--- src/rtl/multiply_seq.sv ---
// Iterative radix-2 shift-add multiplier: one product per accepted start, result held until the next.
// Optional build macro MUL_EARLY_TERM_EN stops iterating once no multiplier bits remain set.
module multiply_seq #(
  parameter int WIDTH = 32
) (
  input  logic                 clk,
  input  logic                 rst_n,
  input  logic                 start,
  input  logic [WIDTH-1:0]     multiplicand,
  input  logic [WIDTH-1:0]     multiplier,
  input  logic                 sign,
  output logic [2*WIDTH-1:0]   Product,
  output logic                 ready
);

  localparam int CNT_W = $clog2(WIDTH + 1);

  localparam logic [1:0] S_IDLE = 2'd0;
  localparam logic [1:0] S_RUN  = 2'd1;
  localparam logic [1:0] S_FIX  = 2'd2;

  logic [1:0]           state;
  logic [WIDTH-1:0]     mcand;
  logic [WIDTH-1:0]     mb;
  logic [2*WIDTH-1:0]   acc;
  logic [CNT_W-1:0]     cnt;
  logic                 neg;

  logic [WIDTH-1:0]     addend;
  logic [WIDTH:0]       sum;
  logic [2*WIDTH-1:0]   acc_sh;
  logic [2*WIDTH-1:0]   acc_step;
  logic                 last;

  // Magnitude of a two's-complement operand; the most-negative value maps to 2^(WIDTH-1) unsigned.
  function automatic logic [WIDTH-1:0] abs_op(input logic [WIDTH-1:0] v, input logic s);
    logic signed [WIDTH-1:0] sv;
    sv = v;
    return (s && (sv < 0)) ? (~v + WIDTH'(1)) : v;
  endfunction

  function automatic logic [2*WIDTH-1:0] apply_sign(input logic [2*WIDTH-1:0] p, input logic n);
    return n ? (~p + (2*WIDTH)'(1)) : p;
  endfunction

  assign addend = mb[0] ? mcand : '0;
  assign sum    = {1'b0, acc[2*WIDTH-1:WIDTH]} + {1'b0, addend};
  assign acc_sh = {sum, acc[WIDTH-1:1]};

`ifdef MUL_EARLY_TERM_EN
  // Once the multiplier has no set bits left, the remaining iterations are pure right shifts.
  assign last     = (cnt == CNT_W'(1)) || (mb[WIDTH-1:1] == '0);
  assign acc_step = acc_sh >> (cnt - CNT_W'(1));
`else
  assign last     = (cnt == CNT_W'(1));
  assign acc_step = acc_sh;
`endif

  assign ready = (state == S_IDLE);

  always_ff @(posedge clk or negedge rst_n) begin
    if (!rst_n) begin
      state   <= S_IDLE;
      mcand   <= '0;
      mb      <= '0;
      acc     <= '0;
      cnt     <= '0;
      neg     <= 1'b0;
      Product <= '0;
    end else begin
      case (state)
        S_IDLE: begin
          if (start) begin
            mcand <= abs_op(multiplicand, sign);
            mb    <= abs_op(multiplier, sign);
            neg   <= sign & (multiplicand[WIDTH-1] ^ multiplier[WIDTH-1]);
            acc   <= '0;
            cnt   <= CNT_W'(WIDTH);
            state <= S_RUN;
          end
        end
        // iteration stage: conditional add into the upper half, then shift right
        S_RUN: begin
          acc <= acc_step;
          mb  <= mb >> 1;
          cnt <= cnt - CNT_W'(1);
          if (last) state <= S_FIX;
        end
        // result stage: restore sign and publish
        S_FIX: begin
          Product <= apply_sign(acc, neg);
          state   <= S_IDLE;
        end
        default: state <= S_IDLE;
      endcase
    end
  end

endmodule

--- config.mk ---
export PLATFORM = sky130hd
export DESIGN_NAME = multiply_seq
export DESIGN_NICKNAME = d
export VERILOG_FILES = /design/src/rtl/multiply_seq.sv
export SDC_FILE = /design/constraint.sdc
export NUM_CORES = 1
export LEC_CHECK = 0
export CAP_MARGIN = 40
export CORE_MARGIN = 5
export CORE_UTILIZATION = 41
export CTS_BUF_LIST = sky130_fd_sc_hd__clkbuf_8
export DETAILED_ROUTE_END_ITERATION = 7
export SYNTH_ARGS = -nofsm -noshare
export SYNTH_HDL_FRONTEND = slang
export SYNTH_SLANG_ARGS = --single-unit
export TNS_END_PERCENT = 5
--- constraint.sdc ---
create_clock -name clk -period 6.2 [get_ports clk]
set_input_delay 0.62 -clock clk [delete_from_list [all_inputs] [get_ports clk]]
set_output_delay 0.62 -clock clk [all_outputs]
set_load 0.03 [all_outputs]
==> flow_summary_export.csv <==
group,metric,value,unit
global_route,busiest_layer,"met2",
global_route,track_usage,0.186,
floorplan,die_y,184,um
logic_synthesis,syn_area,12300,um^2
critical_path,cp-end-kind,"flip-flop",
drt,drtAntennaViolNets,0,
drt,vias_per_cell,5.39,
layout,n_fill_cell,2888,
critical_path,reg2reg_from,"mb[0]",
timing,fmax,270,MHz
timing,worst-slew-pin-transition,0.814,ns
drt,drc,0,
timing,skew,0.0283,ns
logic_synthesis,ys_top_cells_by_area,"dfrtp_1, o21ai_0, nand2_1",
logic_synthesis,synth_flop_cell,"dfrtp_1",
clock_network,cts_tree,"done",
critical_path,worstPathMaxFanout,33,
layout,multi_input_area,6910,um^2
logic_synthesis,synth.distinct_cells,72,
timing,maxSlewHeadroom,0.456,
logic_synthesis,synth-edff-count,0,
clock_network,clk_pin_slew,0.07,ns
placed_design,place.gp.congestion,0.923,
global_route,use_met2,0.285,
timing,hold_violations,0,
logic_synthesis,yosysSeqAreaShare,0.407,
logic_synthesis,synth_top_area_share,0.407,
layout,final_common_cell,"nand2_1",
placed_design,dp_hpwl,22500,um
critical_path,critPathLaunchType,"flip-flop",
hold_path,min_path_type,"in -> async",
timing,rsz0062_at_grt,"false",
floorplan,initial_core_util,0.415,
timing,finalSetupViolCount,0,
job,drv_cap,0,
drt,dr.pass1.iters,7,
global_route,met1_usage,0.275,
power,swShare,0.449,
logic_synthesis,syn-instance-count,1437,
global_route,grt_max_degree,103,
drt,routed_wl,31700,um
floorplan,dieArea,33700,um^2
power,p_per_area,477,nW/um^2
timing,period_minus_slack,3.70,ns
power,p_int,0.00387,W
drt,wire_per_inst,16.2,um
critical_path,critPathSlowestCell,"dfrtp_1",
timing,fin_ws,2.50,ns
timing,slew_violations,0,
layout,final_util,0.494,
critical_path,worstPathCellList,"and2_1, ha_1, inv_1, fa_1, nor2b_1, o2111ai_1, a2111oi_0, o21ai_0, o311ai_1, xnor2_1, o21ai_1",
layout,regArea,5030,um^2
critical_path,cp.required,6.59,ns
global_route,grt_pass1_vias,10100,
clock_network,post_cts_resized,0,
power,p_switching,0.00315,W
placed_design,portBuffers,132,
global_route,grtUsageMet3,0.0297,
floorplan,coreArea,29700,um^2
layout,areaGrowthSynthToFinish,19.0,%
clock_network,cts_setup_buffers,0,
logic_synthesis,avgSynthCellArea,8.59,um^2
timing,post-route-period-util,0.597,
floorplan,ios,133,
layout,mostFrequentLayoutCells,"nand2_1, dfrtp_1, o21ai_0",
power,p_seq_frac,0.340,
drt,num_vias,10500,
power,p_clk_frac,0.183,
layout,nets,1640,
clock_network,numCtsBuffers,37,
power,ir_worst_vdd,0.000196,V
clock_network,cts_root_buf,"clkbuf_8",
floorplan,fp-row-count,63,
critical_path,r2r_end,"acc[61]",
critical_path,r2r_slack,2.50,ns
floorplan,die-width,184,um
global_route,antenna_found_initial,0,
power,p_leak,6.15,nW
timing,tns,0,ns
clock_network,cts_sinks,201,
critical_path,crit_type,"reg -> reg",
layout,drive_gt1_frac,0.0654,
placed_design,dpl_worst_slack,2.46,ns
global_route,gr-total-overflow,0,
drt,drtIter0Drc,690,
timing,whs,0.121,ns
logic_synthesis,async_flop_share,1.00,
critical_path,critPathLaunch,"mb[0]",
logic_synthesis,ys_warn_count,0,
critical_path,critPathMaxStageDelay,0.80,ns
critical_path,endpoint,"acc[61]",
logic_synthesis,ys_seq_elements,201,
placed_design,dp_cells,1885,
logic_synthesis,yosys.area.top_type,"dfrtp_1",
layout,stdcell_count,1949,
clock_network,clockBufferDepth,3,
global_route,grt_pass1_wl,52500,um
critical_path,r2r_cells,11,
clock_network,cts_hold_buf,0,
clock_network,cts_max_level,2,
run_status,status,"completed",
clock_network,insertion_delay,0.54,ns
power,p_comb_frac,0.477,
logic_synthesis,syn_nets,1543,
layout,diodes,0,
critical_path,arrival,4.09,ns
-- layer usage --
metal	wire length [um]	share of wire	vias to the layer above
li1	-	-	5307
met1	16000	0.51	4957
met2	13700	0.43	216
met3	1390	0.044	34
met4	512	0.016	0
met5	0	0	-
-- kinds of logic after synthesis --
family,Yosys count,share of synthesized area
AOI/OAI and AO/OA,437,0.213
DFF,201,0.407
adders and majority gates,38,0.0391
muxes,7,0.00568
and+or+nand+nor,517,0.205
buffers and inverters,104,0.0356
xor gates and xnor gates,133,0.0943
-- metrics by stage --
step                total power [W]  instance area (um^2)
floorplan                   0.00471                 12300
global placement            0.00567                 13900
detailed placement          0.00576                 13900
CTS                         0.00707                 14700
global route                0.00759                 14700
finish                      0.00702                 14700
-- worst min-delay path by stage --
stage	endpoint	slack, ns	cells past startpoint
6_report	mcand[0]	0.12	1
2_1_floorplan	Product[0]	0.32	0
3_3_place_gp	mcand[15]	0.46	2
5_1_grt	mcand[0]	0.17	1
3_5_place_dp	mcand[10]	0.47	2
4_1_cts	acc[41]	0.14	1
-- cell usage after synthesis, drive strengths merged, types with 2 or more instances --
cell / count
buf: 15
clkbuf: 68
and2: 38
a22oi: 20
o21a: 5
nand4: 12
o211ai: 4
nor2b: 9
nor4b: 2
nor4: 16
or4: 11
a211o: 4
dfrtp: 201
a211oi: 6
o311ai: 4
nand4bb: 2
mux2i: 7
o31ai: 23
ha: 37
and4: 3
and3: 6
or2: 6
a21oi: 66
inv: 19
or3: 16
nor2: 61
a21o: 9
nand3b: 4
nand3: 34
o21ai: 233
o41ai: 16
nand2b: 9
a22o: 11
o2111ai: 2
o21bai: 5
a31oi: 17
xor2: 93
xnor2: 40
a21boi: 2
nor3: 28
a41oi: 3
nand2: 256
a221o: 3
-- cell type report --
cell class / instances / share of cell area
tap: 390 / 0.0332
clock inverter: 15 / 0.00502
inverter: 19 / 0.00485
multi-input combinational: 1132 / 0.470
timing repair buffer: 143 / 0.0983
sequential: 201 / 0.342
clock buffer: 49 / 0.0459
-- worst max-delay path, delay by kind of cell (launching register included) --
kind | cells | cell delay, ns
compound gates | 5 | 1.49
flops | 1 | 0.80
fa+ha+maj | 2 | 0.60
simple gates | 2 | 0.42
xor+xnor | 1 | 0.17
buf+inv | 1 | 0.06
-- sequential cells by signal, summed over array words and instances (netlist names) --
| register | flops |
|---|---|
| acc | 64 |
| cnt | 6 |
| mcand | 32 |
| state | 2 |
| neg | 1 |
| mb | 32 |
| Product | 64 |
-- power groups by stage --
stage / logic [W] / registers (W) / clock network (W)
after floorplan: 0.00236 / 0.00236 / 0
after global placement: 0.00325 / 0.00242 / 0
after detailed placement: 0.00335 / 0.00240 / 0
after CTS: 0.00336 / 0.00238 / 0.00133
after global routing: 0.00375 / 0.00247 / 0.00138
final: 0.00335 / 0.00239 / 0.00128
Note: power is estimated with default switching activity, not from simulation.
